===== config.mk =====
export PLATFORM = sky130hd
export DESIGN_NAME = fetch_unit
export DESIGN_NICKNAME = d
export VERILOG_FILES = /design/src/rtl/pipe_cpu_pkg.sv /design/src/rtl/fetch_queue.sv /design/src/rtl/fetch_unit.sv
export SDC_FILE = /design/constraint.sdc
export NUM_CORES = 1
export LEC_CHECK = 0
export CORE_AREA = 2 2 175 177
export DETAILED_ROUTE_END_ITERATION = 7
export DIE_AREA = 0 0 177 179
export GPL_ROUTABILITY_DRIVEN = 1
export GPL_TIMING_DRIVEN = 0
export SYNTH_ARGS = -nofsm -noshare
export SYNTH_HDL_FRONTEND = slang
export SYNTH_SLANG_ARGS = --single-unit

===== constraint.sdc =====
create_clock -name clk_i -period 12.55 [get_ports clk_i]
set_clock_uncertainty 0.2 [all_clocks]
set_input_delay 2.51 -clock clk_i [delete_from_list [all_inputs] [get_ports clk_i]]
set_output_delay 2.51 -clock clk_i [all_outputs]
set_load 0.1 [all_outputs]

===== src/rtl/pipe_cpu_pkg.sv =====
// Shared pipeline definitions: datapath width, PC step, NOP encoding and
// the fetch-queue entry layout.
package pipe_cpu_pkg;

   localparam int unsigned XLEN     = 32;
   localparam int unsigned FQ_DEPTH = 2;

   localparam logic [XLEN-1:0] PC_INC    = 32'd4;
   localparam logic [XLEN-1:0] NOP_INSTR = 32'h0000_0000;

   // One fetched instruction together with the address of the next one.
   typedef struct packed {
      logic [XLEN-1:0] instr;
      logic [XLEN-1:0] pc4;
   } fetch_entry_t;

endpackage


===== src/rtl/fetch_queue.sv =====
// Two-entry in-order queue between instruction memory and the IF/ID boundary.
// Ports:
//   clk_i, rst_i    clock, synchronous active-high reset
//   push_i, data_i  write data_i at the tail (ignored when full without a pop)
//   pop_i           drop the head entry (ignored when empty)
//   flush_i         discard all entries; wins over push and pop
//   count_o         number of valid entries (0..2)
//   head_o          oldest entry; contents are stale when count_o == 0
module fetch_queue
   import pipe_cpu_pkg::*;
(
   input  logic         clk_i,
   input  logic         rst_i,
   input  logic         push_i,
   input  fetch_entry_t data_i,
   input  logic         pop_i,
   input  logic         flush_i,
   output logic [1:0]   count_o,
   output fetch_entry_t head_o
);

   fetch_entry_t mem_q [FQ_DEPTH];
   logic         rd_ptr_q;
   logic         wr_ptr_q;
   logic [1:0]   count_q;
   logic         pop_ok;
   logic         push_ok;

   // A pop in the same cycle frees the slot, so a full queue still accepts a push.
   assign pop_ok  = pop_i && (count_q != 2'd0);
   assign push_ok = push_i && ((count_q != 2'd2) || pop_ok);

   // Pointer and occupancy tracking.
   always_ff @(posedge clk_i) begin
      if (rst_i || flush_i) begin
         rd_ptr_q <= 1'b0;
         wr_ptr_q <= 1'b0;
         count_q  <= 2'd0;
      end else begin
         if (push_ok) wr_ptr_q <= ~wr_ptr_q;
         if (pop_ok)  rd_ptr_q <= ~rd_ptr_q;
         count_q <= count_q + 2'(push_ok) - 2'(pop_ok);
      end
   end

   // Entry storage; contents are only observed while counted as valid.
   always_ff @(posedge clk_i) begin
      if (push_ok) mem_q[wr_ptr_q] <= data_i;
   end

   assign count_o = count_q;
   assign head_o  = mem_q[rd_ptr_q];

endmodule


===== src/rtl/fetch_unit.sv =====
// Instruction fetch stage: PC register, single-outstanding-request memory
// interface and a two-entry buffer feeding the IF/ID boundary.
// Ports:
//   clk_i, rst_i                 clock, synchronous active-high reset
//   imem_req_o, imem_addr_o      fetch request / word-aligned address
//   imem_rdata_i                 instruction word, one cycle after request
//   redirect_i, redirect_pc_i    taken branch/jump: flush and refetch
//   id_valid_o, id_instr_o,      presented instruction and its address + 4
//   id_pc4_o
//   id_ready_i                   ID accepts the presented instruction
module fetch_unit
   import pipe_cpu_pkg::*;
#(
   parameter logic [31:0] RESET_PC = 32'h0000_0000
) (
   input  logic            clk_i,
   input  logic            rst_i,
   output logic            imem_req_o,
   output logic [XLEN-1:0] imem_addr_o,
   input  logic [XLEN-1:0] imem_rdata_i,
   input  logic            redirect_i,
   input  logic [XLEN-1:0] redirect_pc_i,
   output logic            id_valid_o,
   output logic [XLEN-1:0] id_instr_o,
   output logic [XLEN-1:0] id_pc4_o,
   input  logic            id_ready_i
);

   logic [XLEN-1:0] pc_q;
   logic [XLEN-1:0] req_pc_q;
   logic            inflight_q;
   logic            kill_q;
   fetch_entry_t    last_q;

   logic [1:0]      q_count;
   fetch_entry_t    q_head;
   fetch_entry_t    q_push_data;
   logic            q_push;
   logic            pop;
   logic [2:0]      occupancy;
   logic            unused_pc_bits;

   assign unused_pc_bits = ^redirect_pc_i[1:0];

   assign id_valid_o = (q_count != 2'd0);
   assign pop        = id_valid_o && id_ready_i;

   // Slots committed after this edge: queued + outstanding - leaving.
   assign occupancy  = 3'(q_count) + 3'(inflight_q) - 3'(pop);
   assign imem_req_o = !rst_i && !redirect_i && (occupancy < 3'(FQ_DEPTH));
   assign imem_addr_o = pc_q;

   // A response from the old path is dropped in the redirect cycle itself;
   // kill_q guards the following cycle as well.
   assign q_push            = inflight_q && !kill_q && !redirect_i;
   assign q_push_data.instr = imem_rdata_i;
   assign q_push_data.pc4   = req_pc_q + PC_INC;

   fetch_queue u_queue (
      .clk_i   (clk_i),
      .rst_i   (rst_i),
      .push_i  (q_push),
      .data_i  (q_push_data),
      .pop_i   (pop),
      .flush_i (redirect_i),
      .count_o (q_count),
      .head_o  (q_head)
   );

   // Outputs hold the last presented entry while the queue is empty.
   assign id_instr_o = id_valid_o ? q_head.instr : last_q.instr;
   assign id_pc4_o   = id_valid_o ? q_head.pc4   : last_q.pc4;

   // PC, outstanding-request tracking and last-presented capture.
   always_ff @(posedge clk_i) begin
      if (rst_i) begin
         pc_q       <= RESET_PC;
         req_pc_q   <= RESET_PC;
         inflight_q <= 1'b0;
         kill_q     <= 1'b0;
         last_q     <= '{instr: NOP_INSTR, pc4: '0};
      end else begin
         inflight_q <= imem_req_o;
         kill_q     <= redirect_i;
         if (redirect_i) begin
            pc_q <= {redirect_pc_i[XLEN-1:2], 2'b00};
         end else if (imem_req_o) begin
            pc_q <= pc_q + PC_INC;
         end
         if (imem_req_o) req_pc_q <= pc_q;
         if (id_valid_o) last_q <= q_head;
      end
   end

endmodule


* After elaboration in Yosys (flattened, before gate mapping)
Memory sizes are Yosys's and may differ from the RTL's. A register that Yosys moved wholly into a read port is not among the register bits.
Cells that the tools add are included.
W data, S select, Z words.
** Storage, ports and cells
- Bits in registers :: 134
- Logic and storage cells :: 44
- Input port bits :: 68
- Memories kept :: 1
- Output and inout bits :: 98
- RAM bits :: 128
** Memories
- u_queue.mem_q :: words 2, width 64, rd ports 1, clocked after Yosys merged registers in 1, write ports 1, line fetch_queue.sv:22 : fetch_entry_t mem_q [FQ_DEPTH];
** Operators by class
- Add/sub/neg operators :: 6
- Reduce and logical (&&, ||, !) cells :: 15
- Bitwise gates (word level) :: 2
- Muxes and demuxes :: 8
- $lt $le $gt $ge :: 1
- Equal/unequal tests :: 1
** Operator list (count)
- $mux W32 :: 4
- $add A32 B3 Y32 const B :: 2
- $logic_and A1 B1 Y1 :: 7
- $mux W1 :: 4
- $reduce_bool A2 Y1 :: 2
- $add A2 B1 Y3 :: 1
- $logic_not A1 Y1 :: 3
- $lt A3 B2 Y1 const B :: 1
- $sub A3 B1 Y3 :: 1
- $add A2 B1 Y2 :: 1
- $logic_or A1 B1 Y1 :: 2
- $ne A2 B2 Y1 const B :: 1
- $not A1 Y1 :: 2
- $reduce_or A2 Y1 :: 1
- $sub A2 B1 Y2 :: 1

* Depth between registers and ports, before layout
- Word-level depth :: 7
- Gate-level depth with buffers :: 13
- Mapped depth without buffers :: 12

* Modules after synthesis
Synthesis repeated with hierarchy kept, for this count alone.
** Second synthesis, totals
- Cell total of the unflattened synthesis :: 877
- Area total of the unflattened synthesis :: 11045.6 µm²
** By module, submodules not included
- fetch_unit :: cells an instance 653, times used 1, area each 5929.4 µm², seq. area each 2522.4 µm²
- fetch_queue :: cells an instance 224, times used 1, area each 5116.2 µm², seq. area each 3943.8 µm²

* Least setup slack after synthesis
OpenSTA, ideal clock, no wires.
- Path type :: input-to-output
- Start point :: in id_ready_i
- End point :: out imem_req_o
- Path slack :: 5.119 ns
- Data arrival time :: 4.721 ns
- Cell stages on the path :: 10
- Buffers on the path :: 2
- Cells stage by stage :: nor2b_1 ha_1 inv_1 nand2_1 fa_1 xnor2_1 nand3_1 inv_1 buf_2 buf_2
** On the way
- Word-level cells in the longest chain between the ends :: 4
** Ends and longest elaborated chain
- from (decl) :: line fetch_unit.sv:26 : input logic id_ready_i
- $logic_and A1 B1 Y1 :: line fetch_unit.sv:46 : assign pop = id_valid_o && id_ready_i;
- $sub A3 B1 Y3 :: line fetch_unit.sv:49 : assign occupancy = 3'(q_count) + 3'(inflight_q) - 3'(pop);
- $lt A3 B2 Y1 :: line fetch_unit.sv:50 : assign imem_req_o = !rst_i && !redirect_i && (occupancy < 3'(FQ_DEPTH));
- $logic_and A1 B1 Y1 :: line fetch_unit.sv:50
- to (decl) :: line fetch_unit.sv:18 : output logic imem_req_o,
No other way between the ends.

* Worst setup path in the final report
Ends and elaborated chain as after synthesis.

==> out/results.ini <==
[global_routing]
grt_pass1_wl_um=39300
grt_max_degree=63
antenna_found_initial=0
overflow=0
grtUsageTotal_pct=15.8
grt_pass1_vias=7322

[critical_path]
critPathBufInv=6
slowest_delay_ns=1.19
worstSetupPathType=input pin to output pin
r2r_slack_ns=8.43
worstPathRequired_ns=9.84
crit_path_top_delay_cell=clkdlybuf4s50_1
start_kind=input pin
critPathTopFamily=buffers and inverters
cp-end-kind=output pin
arrival_ns=6.68
cp_cell_sequence=clkdlybuf4s50_1 -> nor2b_1 -> ha_1 -> inv_1 -> nand2_1 -> fa_1 -> xnor2_1 -> nand3_1 -> inv_1 -> buf_2 -> buf_2 -> clkdlybuf4s50_1
worst-path-max-fanout=10

[route]
vias_per_cell=4.81
ant_nets=0
wirelength_um=25200
drc_errors=0
first_pass_iters=5
drt-initial-drc-count=396
wl_per_cell_um=16.3
vias=7426

[pwr]
p_leak_uw=0.00438
p_comb_share_pct=14.0
p_seq_share_pct=45.4
power.share.switching_pct=27.5
clockPowerShare_pct=40.6
power.density_nw_per_um2=150
p_int_uw=1450
vdd_drop_max_uv=80.7
p_switching_uw=549

[placed_design]
gp_congestion=0.875
hpwl_um=17800
place_area_sq_um=12400
port_buffers=158

[die]
rows=64
io_pins=166
die_h_um=179
die_area_sq_um=31700
fp.coreArea_sq_um=30000
die_w_um=177
initial_core_util_pct=34.2

[clock_tree]
clock-sinks=253
root_buffer=clkbuf_16
clkLatencyLatePin_ns=0.54
htreeDepth=1
cts_buffers=28
cts_setup_buffers=0
clockBufferDepth=3
clkSlewWorstSetupHoldPaths_ns=0.06
cts_tree=done
holdBufCountCts=0
cts_resized=0

[sta]
fmax_ghz=0.107
setup_viol_count_final=0
tns_ns=0
finalHoldViolCount=0
worst_slew_pin_slew_ns=1.06
rsz0062_at_grt=false
finalCritPeriodShare_pct=74.8
period_minus_slack_ns=9.39
drv_slew=0
slew_headroom_pct=29.0

[synthesis]
synth_compound_area_share_pct=8.34
synth_cell_types=47
yosys_warnings=0
synth_fa_ha_area_share_pct=0.804
synthMuxAreaShare_pct=6.04
ys_ff_latch=253
yosysSeqAreaShare_pct=61.4
syn_area_per_cell_sq_um=11.0
synth_top_family_by_area=simple AND/OR/NAND/NOR gates
synth-simple-area-share_pct=16.4
netlist_instances=934
syn_area_sq_um=10300
synth_xor_area_share_pct=3.92

[layout]
num-fill-cells=2860
antenna_cells=0
drive_above_1_share_pct=5.67
fin_area_sq_um=13300
area.growth.synth_to_final_pct=29.7
nets=1201

[min_path]
hp-class=flop to flop

[job]
maxCapViolCount=0

[run_status]
outcome=finished, final reports clean

-- cell families after synthesis --
logic type,count (synthesis)
buf+inv,76
other cells,1
xor+xnor,46
compound gates,151
flops,253
mux,62
fa+ha+maj,6
simple gates,339
-- cells in the mapped netlist, drive strengths merged --
cell type    n  area [sq um]
o31a         2          17.5
a22oi        3          22.5
edfxtp     124          3720
nor2b       64           400
a211o        1          8.76
nor3        15          75.1
o21ai       64           320
xnor2       30           263
o211ai       4          30.0
a2bb2oi      1          8.76
nor4         8          68.8
and2         7          43.8
o311ai       4          35.0
fa           1          20.0
a32oi        2          17.5
nor2        27           101
nor4b        1          8.76
xor2        16           140
nand2      153           574
nand4       17           113
nand3       22           110
or4          1          11.3
and4         8          71.3
buf         15          80.1
and4bb       1          12.5
nor3b        1          7.51
a21oi       46           230
ha           5          62.6
o22ai        6          37.5
a211oi       7          57.6
dfxtp      129          2580
or3          5          32.5
mux2i       62           621
inv         20          75.1
or2          1          6.26
a31oi       10          62.6
and3         8          50.1
conb         1          3.75
clkbuf      41           154
a21boi       1          7.51
-- through the flow --
| step | setup slack, ns | utilization [%] | power, uW | hold slack (ns) | cells |
|---|---|---|---|---|---|
| after CTS | 3.15 | 44.4 | 2020 | 0.260 | 1543 |
| after global routing | 2.87 | 44.4 | 2070 | 0.291 | 1543 |
| after detailed placement | 3.19 | 41.3 | 1210 | 0.251 | 1493 |
| after floorplan | 5.12 | - | 1120 | 0.236 | 937 |
| after global placement | 3.18 | 41.1 | 1200 | 0.247 | 1491 |
| final | 3.16 | 44.4 | 2000 | 0.259 | 1543 |
-- sequential cells by signal (all words and copies together) (netlist names), named ones only --
signal and flops:
u_queue.mem_q 124, u_queue.count_o 2, kill_q 1, req_pc_q 30, imem_addr_o 30, inflight_q 1, u_queue.wr_ptr_q 1, u_queue.rd_ptr_q 1
last_q 62
-- power groups by stage --
stage               Combinational, uW  Clock (uW)  Sequential (uW)
floorplan                         153           0              966
global placement                  279           0              926
detailed placement                281           0              925
CTS                               282         828              907
global route                      295         862              910
finish                            281         812              908
-- path summary, 6_finish.rpt --
kind | cells past startpoint | start | endpoint
min reg2reg | 2 | req_pc_q[10] | req_pc_q[10]
max | 12 | id_ready_i | imem_req_o
max reg2reg | 13 | u_queue.count_o[1] | imem_addr_o[9]
min | 2 | req_pc_q[10] | req_pc_q[10]
-- tightest hold or removal path, delay by kind of cell, from the launching register on --
kind	cells	cell delay, ns
and+or+nand+nor	1	0.05
AOI/OAI and AO/OA	1	0.05
DFF	1	0.31
-- layer usage --
layer  GRT usage, %  wire, um  vias to the layer above
li1               -         -                     3691
met1           21.5     11700                     3474
met2           25.8     11500                      225
met3           2.74      1470                       36
met4           4.44       467                        0
met5              0         0                        -
-- layout by cell type (no fill, tap or decap), types with 4 or more instances in the layout --
| master | synthesis | layout |
|---|---|---|
| clkdlybuf4s50_1 | 0 | 158 |
| nand2_1 | 153 | 153 |
| dfxtp_1 | 129 | 129 |
| edfxtp_1 | 124 | 124 |
| o21ai_0 | 64 | 64 |
| nor2b_1 | 64 | 63 |
| mux2i_1 | 62 | 62 |
| clkbuf_1 | 41 | 46 |
| a21oi_1 | 46 | 46 |
| xnor2_1 | 30 | 30 |
| clkbuf_16 | 0 | 29 |
| nor2_1 | 27 | 27 |
| nand3_1 | 22 | 22 |
| inv_1 | 20 | 20 |
| nand4_1 | 16 | 16 |
| xor2_1 | 16 | 16 |
| nor3_1 | 15 | 15 |
| a31oi_1 | 10 | 10 |
| and3_1 | 8 | 8 |
| and4_1 | 7 | 7 |
| buf_1 | 6 | 6 |
| and2_1 | 7 | 6 |
| o22ai_1 | 6 | 6 |
| a211oi_1 | 6 | 6 |
| clkinv_2 | 0 | 6 |
| nor4_1 | 5 | 5 |
| buf_4 | 5 | 5 |
| ha_1 | 5 | 5 |
| buf_2 | 4 | 4 |
| o211ai_1 | 4 | 4 |
| or3_1 | 4 | 4 |
| o311ai_0 | 4 | 4 |
| conb_1 | 1 | 4 |
-- final cells by class --
cell class              count  area [sq um]  share of cell area (%)
repair buffers            160          1620                    12.2
multi-input cells         608          3670                    27.6
clock inverters            15           155                    1.16
plain buffers              56           234                    1.76
well taps                 396           495                    3.72
flip-flops and latches    253          6310                    47.3
clock buffers              35           758                    5.69
inverters                  20          75.1                   0.564
(Power assumes the default switching activity.)
